`src/rtl/lut_func_pkg.sv`:
```
// Shared constants and helpers for the LUT-based Boolean function evaluator.
//   row_width()    : truth-table row width (and row count) for a given input width
//   identity_row() : reset contents of table row r (bit r set, all others clear)
package lut_func_pkg;

    localparam int unsigned CNT_W_DEFAULT = 16;
    // Widest row the block supports (N_IN = 8 -> HALF = 4 -> 16).
    localparam int unsigned MAX_ROW_W     = 16;

    function automatic int unsigned row_width(input int unsigned n_in);
        return 32'd1 << (n_in / 2);
    endfunction

    function automatic logic [MAX_ROW_W-1:0] identity_row(input int unsigned r);
        return MAX_ROW_W'(1) << r;
    endfunction

endpackage

```
`src/rtl/lut_func_eval_if.sv`:
```
// Bundle of the evaluator's configuration, input-stream, output-stream and counter signals.
//   master : producer / consumer / configuration side (drives cfg_*, in_valid, in_vec,
//            out_ready, cnt_clr)
//   slave  : the evaluator itself (drives in_ready, out_valid, out_f, hit_cnt)
interface lut_func_eval_if
    import lut_func_pkg::*;
#(
    parameter int unsigned N_IN  = 4,
    parameter int unsigned CNT_W = CNT_W_DEFAULT
);
    localparam int unsigned HALF  = N_IN / 2;
    localparam int unsigned ROW_W = row_width(N_IN);

    logic             cfg_we;
    logic [HALF-1:0]  cfg_addr;
    logic [ROW_W-1:0] cfg_wdata;

    logic             in_valid;
    logic             in_ready;
    logic [N_IN-1:0]  in_vec;

    logic             out_valid;
    logic             out_ready;
    logic             out_f;

    logic [CNT_W-1:0] hit_cnt;
    logic             cnt_clr;

    modport master (
        output cfg_we, cfg_addr, cfg_wdata, in_valid, in_vec, out_ready, cnt_clr,
        input  in_ready, out_valid, out_f, hit_cnt
    );

    modport slave (
        input  cfg_we, cfg_addr, cfg_wdata, in_valid, in_vec, out_ready, cnt_clr,
        output in_ready, out_valid, out_f, hit_cnt
    );

endinterface

```
`src/rtl/onehot_decoder.sv`:
```
// Purely combinational binary-to-one-hot decoder.
//   sel    : binary index, HALF bits
//   onehot : ROW_W bits, exactly bit 'sel' set
module onehot_decoder
    import lut_func_pkg::*;
#(
    parameter int unsigned HALF  = 2,
    parameter int unsigned ROW_W = row_width(2 * HALF)
) (
    input  logic [HALF-1:0]  sel,
    output logic [ROW_W-1:0] onehot
);

    always_comb begin
        onehot      = '0;
        onehot[sel] = 1'b1;
    end

endmodule

```
`src/rtl/lut_func_eval.sv`:
```
// Two-stage pipelined Boolean function evaluator with a run-time writable truth table.
// The high half of in_vec selects a table row (via a one-hot decoder), the low half picks
// one bit of that row. Reset loads the identity table, i.e. F = (high half == low half).
//   clk, rst_n : clock, asynchronous active-low reset
//   bus.cfg_*  : table row write port (never stalls the pipeline)
//   bus.in_*   : input sample stream, valid/ready
//   bus.out_*  : result stream, valid/ready; out_f holds while stalled
//   bus.hit_cnt, bus.cnt_clr : saturating count of accepted F=1 results, sync clear
module lut_func_eval
    import lut_func_pkg::*;
#(
    parameter int unsigned N_IN  = 4,
    parameter int unsigned CNT_W = CNT_W_DEFAULT
) (
    input  logic           clk,
    input  logic           rst_n,
    lut_func_eval_if.slave bus
);

    localparam int unsigned HALF  = N_IN / 2;
    localparam int unsigned ROW_W = row_width(N_IN);

    logic [ROW_W-1:0] table_q [ROW_W];

    logic [ROW_W-1:0] row_sel;
    logic [ROW_W-1:0] sel_row;

    logic             s1_valid_q;
    logic [ROW_W-1:0] s1_row_q;
    logic [HALF-1:0]  s1_low_q;

    logic             out_valid_q;
    logic             out_f_q;
    logic [CNT_W-1:0] hit_cnt_q;

    logic s2_free, s1_adv, in_ready, in_xfer, out_xfer;

    // ---------------- Flow control ----------------
    assign s2_free  = !out_valid_q || bus.out_ready;
    assign s1_adv   = s1_valid_q && s2_free;
    assign in_ready = !s1_valid_q || s2_free;
    assign in_xfer  = bus.in_valid && in_ready;
    assign out_xfer = out_valid_q && bus.out_ready;

    // ---------------- Truth table ----------------
    always_ff @(posedge clk or negedge rst_n) begin
        if (!rst_n) begin
            for (int unsigned r = 0; r < ROW_W; r++) begin
                table_q[r] <= ROW_W'(identity_row(r));
            end
        end else if (bus.cfg_we) begin
            table_q[bus.cfg_addr] <= bus.cfg_wdata;
        end
    end

    // ---------------- Stage 1: row select ----------------
    onehot_decoder #(
        .HALF  (HALF),
        .ROW_W (ROW_W)
    ) u_dec (
        .sel    (bus.in_vec[N_IN-1:HALF]),
        .onehot (row_sel)
    );

    // Reads the pre-write table contents, so a sample accepted on the same edge as a
    // write to its row sees the old row.
    always_comb begin
        sel_row = '0;
        for (int unsigned r = 0; r < ROW_W; r++) begin
            sel_row = sel_row | (table_q[r] & {ROW_W{row_sel[r]}});
        end
    end

    always_ff @(posedge clk or negedge rst_n) begin
        if (!rst_n) begin
            s1_valid_q <= 1'b0;
            s1_row_q   <= '0;
            s1_low_q   <= '0;
        end else if (in_xfer) begin
            s1_valid_q <= 1'b1;
            s1_row_q   <= sel_row;
            s1_low_q   <= bus.in_vec[HALF-1:0];
        end else if (s1_adv) begin
            s1_valid_q <= 1'b0;
        end
    end

    // ---------------- Stage 2: bit select ----------------
    always_ff @(posedge clk or negedge rst_n) begin
        if (!rst_n) begin
            out_valid_q <= 1'b0;
            out_f_q     <= 1'b0;
        end else if (s1_adv) begin
            out_valid_q <= 1'b1;
            out_f_q     <= s1_row_q[s1_low_q];
        end else if (out_xfer) begin
            out_valid_q <= 1'b0;
        end
    end

    // ---------------- Hit counter ----------------
    always_ff @(posedge clk or negedge rst_n) begin
        if (!rst_n) begin
            hit_cnt_q <= '0;
        end else if (bus.cnt_clr) begin
            hit_cnt_q <= '0;
        end else if (out_xfer && out_f_q && (hit_cnt_q != '1)) begin
            hit_cnt_q <= hit_cnt_q + CNT_W'(1);
        end
    end

    assign bus.in_ready  = in_ready;
    assign bus.out_valid = out_valid_q;
    assign bus.out_f     = out_f_q;
    assign bus.hit_cnt   = hit_cnt_q;

endmodule

```
`src/flat_wrapper.sv`:
```
// flat-port wrapper written by rule: the top's interface ports become plain ports
module lut_func_eval_flat import lut_func_pkg::*;
#(
    parameter int unsigned N_IN  = 4,
    parameter int unsigned CNT_W = CNT_W_DEFAULT
)
  (clk, rst_n, bus_cfg_we, bus_cfg_addr, bus_cfg_wdata, bus_in_valid, bus_in_vec, bus_out_ready, bus_cnt_clr, bus_in_ready, bus_out_valid, bus_out_f, bus_hit_cnt);
  lut_func_eval_if #(.N_IN(N_IN), .CNT_W(CNT_W)) bus_i ();
  input  logic clk;
  input  logic rst_n;
  input wire logic [$bits(bus_i.cfg_we)-1:0] bus_cfg_we;
  input wire logic [$bits(bus_i.cfg_addr)-1:0] bus_cfg_addr;
  input wire logic [$bits(bus_i.cfg_wdata)-1:0] bus_cfg_wdata;
  input wire logic [$bits(bus_i.in_valid)-1:0] bus_in_valid;
  input wire logic [$bits(bus_i.in_vec)-1:0] bus_in_vec;
  input wire logic [$bits(bus_i.out_ready)-1:0] bus_out_ready;
  input wire logic [$bits(bus_i.cnt_clr)-1:0] bus_cnt_clr;
  output wire logic [$bits(bus_i.in_ready)-1:0] bus_in_ready;
  output wire logic [$bits(bus_i.out_valid)-1:0] bus_out_valid;
  output wire logic [$bits(bus_i.out_f)-1:0] bus_out_f;
  output wire logic [$bits(bus_i.hit_cnt)-1:0] bus_hit_cnt;
  assign bus_i.cfg_we = bus_cfg_we;
  assign bus_i.cfg_addr = bus_cfg_addr;
  assign bus_i.cfg_wdata = bus_cfg_wdata;
  assign bus_i.in_valid = bus_in_valid;
  assign bus_i.in_vec = bus_in_vec;
  assign bus_i.out_ready = bus_out_ready;
  assign bus_i.cnt_clr = bus_cnt_clr;
  assign bus_in_ready = bus_i.in_ready;
  assign bus_out_valid = bus_i.out_valid;
  assign bus_out_f = bus_i.out_f;
  assign bus_hit_cnt = bus_i.hit_cnt;
  lut_func_eval #(.N_IN(N_IN), .CNT_W(CNT_W)) u_core (.clk(clk), .rst_n(rst_n), .bus(bus_i));
endmodule
```
`config.mk`:
```
export PLATFORM = sky130hd
export DESIGN_NAME = lut_func_eval_flat
export DESIGN_NICKNAME = d
export VERILOG_FILES = /design/src/rtl/lut_func_pkg.sv /design/src/rtl/lut_func_eval_if.sv /design/src/rtl/onehot_decoder.sv /design/src/rtl/lut_func_eval.sv /design/src/flat_wrapper.sv
export SDC_FILE = /design/constraint.sdc
export NUM_CORES = 1
export LEC_CHECK = 0
export BUFFER_PORTS_ARGS = -buffer_cell sky130_fd_sc_hd__clkbuf_2
export CAP_MARGIN = 25
export CORE_MARGIN = 3
export CORE_UTILIZATION = 50
export CTS_BUF_LIST = sky130_fd_sc_hd__clkbuf_8
export DETAILED_ROUTE_END_ITERATION = 12
export PLACE_DENSITY = 0.72
export SLEW_MARGIN = 20
export SYNTH_ARGS = -nofsm -noshare
export SYNTH_HDL_FRONTEND = slang
export SYNTH_SLANG_ARGS = --single-unit
```
`constraint.sdc`:
```
create_clock -name clk -period 4.1 [get_ports clk]
set_input_delay 0.41 -clock clk [delete_from_list [all_inputs] [get_ports clk]]
set_output_delay 0.41 -clock clk [all_outputs]
set_load 0.02 [all_outputs]
```
Yosys cells after proc, flatten, opt, wreduce, memory -nomap -nowiden
Cells that the tools add are included.
- register bits: 41
- latch bits: 0
- bits in writable memories: 0
- bits in read-only memories: 0
- input port bits: 16
- output and inout port bits: 19
- word-level logic and storage cells: 52
- memories kept: 0
- add/sub/neg operators: 1
- $mul: 0
- divide/modulo/power cells: 0
- magnitude comparators: 5
- equality and inequality tests: 1
- shift-type cells: 0
- multiplexer cells: 13
- bitwise logic cells: 8
- reductions and logical operators: 14
- operator list (operator ; count):
    $mux W16 ; 2
    $add A16 B1 Y16 const B ; 1
    $and A4 B4 Y4 ; 4
    $bwmux W16 ; 1
    $ne A16 B16 Y1 const B ; 1
    $or A4 B4 Y4 ; 3
    $demux W4 S2 ; 1
    $logic_and A1 B1 Y1 ; 7
    $lt A2 B3 Y1 const B ; 2
    $mux W1 ; 6
    $reduce_bool A2 Y1 ; 3
    $mux W4 ; 1
    $ge A3 B3 Y1 const B ; 1
    $lt A3 B1 Y1 const B ; 1
    $not A2 Y3 ; 1
    $bmux W1 S2 ; 1
    $demux W1 S2 ; 1
    $ge A2 B1 Y1 const B ; 1
    $logic_not A1 Y1 ; 2
    $logic_or A1 B1 Y1 ; 2

Depth between registers and ports, before layout
Gate-level depths: netlist of the first run.
- depth after elaboration: 8
- gate-level depth with buffers: 6

Modules after synthesis
A second synthesis of the first run with hierarchy kept.
- cells, all modules: 181
- area, all modules: 2084.5 µm²
- by module, submodules not included (module ; times used ; cells each ; area each (µm²) ; sequential area each (µm²)):
    lut_func_eval ; 1 ; 177 ; 2058.2 ; 1031.0
    onehot_decoder ; 1 ; 4 ; 26.3 ; 0.0

Least setup slack after synthesis of the first run
OpenSTA, ideal clock, no wires.
- path type: register -> register
- from: register u_core.hit_cnt_q[0], in the netlist u_core.bus.hit_cnt[0]
- to: register u_core.hit_cnt_q[8], in the netlist u_core.bus.hit_cnt[8]
- arrival time: 1.779 ns
- setup slack: 2.243 ns
- cell stages (with the launch flop): 6
- path buffers: 0
- clock period less this slack: 1.857 ns
- path through: dfrtp_1 > ha_1 > nand3_1 > or2_2 > or4_2 > a21oi_1
- cells in the longest elaborated chain, start to end: 3
- elaborated cells between the ends (all ways): 6
- those cells by class: add/sub (1); eq/ne (1); mux (2); reduce/logical (2)
- RTL lines (item ; line ; source):
    start: declaration ; lut_func_eval.sv:34 ; logic [CNT_W-1:0] hit_cnt_q;
    start signal: assignment ; lut_func_eval.sv:108 ; hit_cnt_q <= hit_cnt_q + CNT_W'(1);
    $add A16 B1 Y16 / $ne A16 B16 Y1 (equally long branches) ; lut_func_eval.sv:108, lut_func_eval.sv:107 ;
    $mux W16 / $logic_and A1 B1 Y1 (equally long branches) ; lut_func_eval.sv:107 ; end else if (out_xfer && out_f_q && (hit_cnt_q != '1)) begin
    $mux W16 / $reduce_bool A2 Y1 (equally long branches) ; -- ;
Parallel ways exist; a longest one is shown, timed or not. The select of a mux whose other input is x is not followed.
A chain may end at the register's enable or synchronous reset.

Worst setup path in the final report of the first run
- from: register u_core.hit_cnt_q[8], in the netlist u_core.bus.hit_cnt[8]
- to: register u_core.hit_cnt_q[15], in the netlist u_core.bus.hit_cnt[15]
The elaborated chain is that of the path after synthesis.

==> summary.txt, run 1 <==
====================================================================================
Filler instances ......................................................          319
Total wire length after detailed routing ..............................      4.07 mm
Most repeated cell in the gate-level netlist after synthesis ..........      dfrtp_1
Delay of the slowest cell on the worst path ...........................      0.71 ns
Cell types occupying the most area after synthesis .................... dfrtp_1, mux2_2, mux4_2, dfstp_2, a21oi_1
Yosys reg bits ........................................................           41
Share of the yosys chip area belonging to registers ...................        52.4%
Buffers added on ports ................................................           34
Clock tree root buffer cell ...........................................     clkbuf_8
Worst Setup End Kind ..................................................     register
Via Count .............................................................        1,456
Post-route ant nets ...................................................            0
Die area ..............................................................   4730 sq um
Number of standard cells after synthesis ..............................          160
Post-detailed-route DRC marker count ..................................            0
Max Cap Viol ..........................................................            0
Largest net degree at the start of global routing .....................           42
Clock skew after layout ...............................................   0.00653 ns
Post-synth net total ..................................................          177
Number of clock sinks seen by CTS .....................................           41
Worst reg-to-reg path cell count ......................................            4
Global-route usage over all layers ....................................        19.8%
Fin cells .............................................................          247
Number of hold buffers added after CTS ................................            0
Effective utilization at floorplan ....................................        53.0%
Final global-route overflow total .....................................            0
Total number of nets in the final design ..............................          215
Leakage ...............................................................     0.972 nW
TritonCTS clock tree ..................................................         done
Number of H-tree levels ...............................................            2
Outcome ............................................................... complete, no violations
Setup repair after global routing missed its margin ...................           no
Crit path launch ...................................................... u_core.bus.hit_cnt[8]
Sum of negative setup slack ...........................................         0 ns
Top cell family by delay on the critical path ......................... simple AND/OR/NAND/NOR gates
Critical register-to-register path startpoint ......................... u_core.bus.hit_cnt[8]
Total power density per cell area .....................................  427 nW/um^2
Setup crit start kind .................................................     register
Stages on the worst setup path ........................................            4
Antenna violations before repair ......................................            0
Number of enable flip-flop cells after synthesis ......................            0
Top cell type's share of synthesized area .............................        47.0%
Ys Warns ..............................................................            0
Placement row count ...................................................           22
Post-detailed-route wirelength per cell ...............................      16.5 um
Shortest clock period the worst path allows after layout ..............      1.96 ns
Maximum vdd drop ......................................................     0.232 mV
Number of cells upsized or downsized after cts ........................            0
Share of flip-flops with an asynchronous set or reset after synthesis .         100%
Dpl cells .............................................................          239
Most used standard cells in the synthesized netlist ................... dfrtp_1, mux2_2, a21oi_1
Bufs and invs on worst path ...........................................            0
Worst path arrival time ...............................................      2.14 ns
Unique cell type count in the Yosys netlist ...........................           31
Final setup violation count ...........................................            0
Starting DRC count in detailed routing ................................          139
Critical R2R Capture .................................................. u_core.bus.hit_cnt[15]
Chip Height ...........................................................      68.7 um
Largest area contributor in the synthesized netlist ...................      dfrtp_1
Post-CTS setup buffer count ...........................................            0
Via count of the first global-routing pass ............................        1,493
Routed via count divided by cell count ................................         5.89
Worst Path Required ...................................................      4.28 ns
Synthesized area per cell .............................................   12.3 sq um
Fin crit share ........................................................        47.7%
Detailed placer's ending HPWL .........................................      2.92 mm
Tightest Hold Check Type .............................................. primary input to asynchronous set/reset pin
Fraction of final layout cells sized beyond drive strength 1 ..........        43.2%
P&R area growth vs syn ................................................        17.3%
Summed instance area of the synthesized netlist .......................   1970 sq um
Number of buffers created by CTS ......................................            5
Length of the first detailed-routing pass in iterations ...............            4
IO Count ..............................................................           35
Global-route wire length before repair ................................      6.87 mm
CP cell instances ..................................................... nand4_1, nor3_1, nor4_1, mux2_2
Reg clk slew, reported paths ..........................................      0.08 ns
Placeable Area ........................................................   3720 sq um
Minimum setup slack among reg-to-reg paths ............................      2.14 ns
Highest clock frequency the design can meet ...........................      511 MHz
Number of max-slew violations in the final report .....................            0
Floorplan die width ...................................................      68.7 um
Most used DFF post-synth ..............................................      dfrtp_1
CTS max path bufs .....................................................            2
Relative slew margins .................................................        40.0%
Setup CP Type ......................................................... register to register
Critical Path Sink .................................................... u_core.bus.hit_cnt[15]
Worst skew pair latency ...............................................      0.29 ns
Worst-path fanout max .................................................            8
Antenna Diode Count ...................................................            0
Transition at the pin with the smallest max-transition slack ..........     0.900 ns
Count of final hold-check violations ..................................            0
Slowest cell on the critical path .....................................       nor3_1
Final weighted congestion in routability-driven placement .............        0.775
====================================================================================
==> how the worst min path moves through the flow <==
stage / start / end / slack (ns) / cells after the start
2_1_floorplan: rst_n / u_core.bus.hit_cnt[0] / 0.11 / 0
3_3_place_gp: u_core.s1_valid_q / u_core.bus.out_valid / 0.48 / 1
3_5_place_dp: u_core.s1_valid_q / u_core.bus.out_valid / 0.49 / 1
4_1_cts: rst_n / u_core.bus.hit_cnt[7] / 0.31 / 1
5_1_grt: rst_n / u_core.s1_row_q[2] / 0.32 / 1
6_report: rst_n / u_core.bus.hit_cnt[7] / 0.24 / 1
==> per-stage QoR <==
stage	hold slack (ns)	total power, W	instance area (sq um)	utilization [%]	setup slack (ns)
after floorplan	0.114	0.000603	1970	-	2.24
after global placement	0.480	0.000645	2190	58.9	2.24
after detailed placement	0.487	0.000661	2190	58.9	2.17
after CTS	0.307	0.000996	2310	62.1	2.18
after global routing	0.316	0.00103	2310	62.1	1.98
final	0.244	0.000985	2310	62.1	2.14
==> cell type report <==
| class | count | area, sq um | share of cell area [%] |
|---|---|---|---|
| Timing Repair Buffer | 35 | 178 | 7.70 |
| Clock buffer | 6 | 82.6 | 3.58 |
| Inverter | 2 | 7.51 | 0.325 |
| Sequential cell | 41 | 1030 | 44.7 |
| Multi-Input combinational cell | 113 | 912 | 39.5 |
| Tap cell | 48 | 60.1 | 2.60 |
| Clock inverter | 2 | 37.5 | 1.63 |
==> per-layer routing <==
layer	vias to the layer above	track usage (%)	part of all wire [%]
li1	690	-	-
met1	716	25.8	43
met2	44	32.7	50
met3	6	4.38	5.7
met4	0	7.06	1.3
met5	-	0	0
==> state kept, by name, summed over array words and instances, names as in the netlist <==
register / count
u_core.bus.hit_cnt: 16
u_core.bus.out_f: 1
u_core.bus.out_valid: 1
u_core.s1_low_q: 2
u_core.s1_row_q: 4
u_core.s1_valid_q: 1
u_core.table_q: 16
==> power breakdown <==
part,switching (W),internal [W]
Combinational,0.0000660,0.0000835
Clock,0.000138,0.000198
Sequential,0.0000353,0.000465
==> worst reg2reg max path, stage by stage (launching register included) <==
cell	delay, ns
dfrtp_1	0.49
nand4_1	0.23
nor3_1	0.71
nor4_1	0.12
mux2_2	0.30
==> cell families after synthesis <==
group                      count (synthesis)  synth area share, %
DFF                                       41                 52.4
muxes                                     32                 21.2
AOI/OAI and AO/OA                         23                 6.74
adders and majority gates                  1                0.636
and+or+nand+nor                           57                 17.8
buffers and inverters                      6                 1.27
==> cells in the final DEF, fill, tap and decap left out, types with 3 or more instances in the layout <==
| cell type | count |
|---|---|
| o31ai_1 | 7 |
| clkbuf_8 | 6 |
| clkbuf_2 | 33 |
| or2_2 | 3 |
| nor2_1 | 7 |
| o21ai_0 | 4 |
| nand3_1 | 6 |
| mux2_2 | 27 |
| nand2_1 | 5 |
| dfstp_2 | 4 |
| a21oi_1 | 12 |
| nor4_1 | 5 |
| nand4_1 | 5 |
| dfrtp_1 | 37 |
| nand3b_1 | 4 |
| mux4_2 | 5 |
| or4_1 | 6 |
| nor2b_1 | 3 |
Note: power is estimated with default switching activity, not from simulation.
==> inputs of run 2 (changes only) <==
clock period = 2 ns   (was 4.1 ns; I/O delays follow)
==> summary.txt, run 2 (synthesis gave the netlist of run 1 again) <==
===========================================================================
Worst Setup End Kind .........................................     register
P&R area growth vs syn .......................................        17.4%
Worst Path Required ..........................................      2.21 ns
Sum of negative setup slack ..................................         0 ns
Final setup violation count ..................................            0
Setup crit start kind ........................................     register
Antenna Diode Count ..........................................            0
Via Count ....................................................        1,494
Die area .....................................................   4730 sq um
Max Cap Viol .................................................            0
Shortest clock period the worst path allows after layout .....      1.87 ns
Final global-route overflow total ............................            0
Setup CP Type ................................................ register to register
Minimum setup slack among reg-to-reg paths ...................      0.13 ns
Global-route usage over all layers ...........................        20.4%
Maximum vdd drop .............................................     0.473 mV
Final weighted congestion in routability-driven placement ....        0.777
Number of clock sinks seen by CTS ............................           41
Fraction of final layout cells sized beyond drive strength 1 .        43.6%
Tightest Hold Check Type ..................................... primary input to register
Worst-path fanout max ........................................            5
CTS max path bufs ............................................            2
Most common cell after layout, fill and taps aside ...........      dfrtp_1
Highest clock frequency the design can meet ..................      536 MHz
Detailed placer's ending HPWL ................................      3.15 mm
Clock skew after layout ......................................   0.00475 ns
Total number of nets in the final design .....................          220
Total wire length after detailed routing .....................      4.20 mm
Routed via count divided by cell count .......................         5.93
Antenna violations before repair .............................            0
Length of the first detailed-routing pass in iterations ......            5
Number of buffers created by CTS .............................            5
Placement row count ..........................................           22
Reg clk slew, reported paths .................................      0.08 ns
Chip Height ..................................................      68.7 um
Worst path arrival time ......................................      2.08 ns
Starting DRC count in detailed routing .......................          147
Post-detailed-route wirelength per cell ......................      16.6 um
Setup repair after global routing missed its margin ..........           no
Largest net degree at the start of global routing ............           21
Most frequent cells in the layout ............................ dfrtp_1, clkbuf_2, mux2_2
Number of cells upsized or downsized after cts ...............            0
Smallest hold slack ..........................................     0.130 ns
Slowest cell on the critical path ............................        or4_2
Global-route wire length before repair .......................      7.04 mm
TritonCTS clock tree .........................................         done
CP cell instances ............................................ ha_1, nand3_1, or2_2, or4_2, a21oi_1
Number of H-tree levels ......................................            2
Total power density per cell area ............................  800 nW/um^2
Leakage ......................................................     0.988 nW
Outcome ...................................................... complete, no violations
Clock tree root buffer cell ..................................     clkbuf_8
Count of final hold-check violations .........................            0
Transition at the pin with the smallest max-transition slack .     0.418 ns
Number of max-slew violations in the final report ............            0
Effective utilization at floorplan ...........................        53.0%
Relative slew margins ........................................        71.9%
Floorplan die width ..........................................      68.7 um
IO Count .....................................................           35
Buffers added on ports .......................................           34
Fin crit share ...............................................        93.3%
Post-route ant nets ..........................................            0
Placeable Area ...............................................   3720 sq um
Via count of the first global-routing pass ...................        1,466
Post-detailed-route DRC marker count .........................            0
Worst skew pair latency ......................................      0.29 ns
Delay of the slowest cell on the worst path ..................      0.54 ns
===========================================================================
[run 2: cell types whose count changed in the layout (fill, tap and decap cells not counted)]
cell           before  now
buf_4               1    5
clkinv_2            0    2
buf_2               1    0
bufinv_16           1    0
clkbuf_2           33   34
clkbuf_8            6    5
clkinvlp_4          1    0
dlygate4sd3_1       0    1
inv_1               2    3
[run 2: timing repair]
| action | in CTS | in global routing |
|---|---|---|
| endpoints found under the hold margin | 11 | 0 |
| hold buffers | 1 | 0 |
| setup buffers | 0 | 0 |
[run 2: worst paths after layout]
path	start	endpoint	depth (start not counted)
worst min-delay path	bus_in_valid	u_core.s1_valid_q	2
min in group asynchronous	rst_n	u_core.bus.hit_cnt[2]	2
worst max-delay path	u_core.bus.hit_cnt[0]	u_core.bus.hit_cnt[8]	5
max in group asynchronous	rst_n	u_core.table_q[3]	3
worst max register to register	u_core.bus.hit_cnt[0]	u_core.bus.hit_cnt[8]	5
worst min register to register	u_core.table_q[1]	u_core.table_q[1]	1
[run 2: metal layers]
metal  share of wire [%]  wire length, um  global-route usage, %
met1                  42             1780                   27.6
met5                   0                0                      0
met2                  51             2150                   32.1
met4                0.45               19                   6.33
met3                 6.0              250                   5.35
[run 2: metrics by stage]
step,utilization [%],total power (W),setup slack [ns],instances,instance area [sq um]
5_1_grt,62.2,0.00195,0.0135,252,2310
3_5_place_dp,59.7,0.00136,0.154,243,2220
6_report,62.2,0.00185,0.133,252,2310
2_1_floorplan,-,0.00124,0.143,160,1970
4_1_cts,62.2,0.00187,0.139,252,2310
3_3_place_gp,59.7,0.00133,0.229,243,2220
[run 2: area by class of cell]
cell class,instances,area [sq um]
clock buffers,5,68.8
clock inverters,3,13.8
fillers,332,1410
inverters,2,7.51
multi-input cells,113,912
flip-flops and latches,41,1030
well taps,48,60.1
repair buffers,40,218
[run 2: power breakdown]
part,leakage [nW],internal [W],switching (W)
registers,0.511,0.000952,0.0000708
logic,0.428,0.000176,0.000135
clock network,0.0491,0.000237,0.000279
total,0.988,0.00136,0.000485
[run 2: critical path, delay by kind of cell, from the launching register on]
family                   cells  cell delay (ns)
flip-flops                   1             0.40
AND/OR/NAND/NOR              3             1.03
AO/OA/AOI/OAI                1             0.15
adder cells (fa/ha/maj)      1             0.21
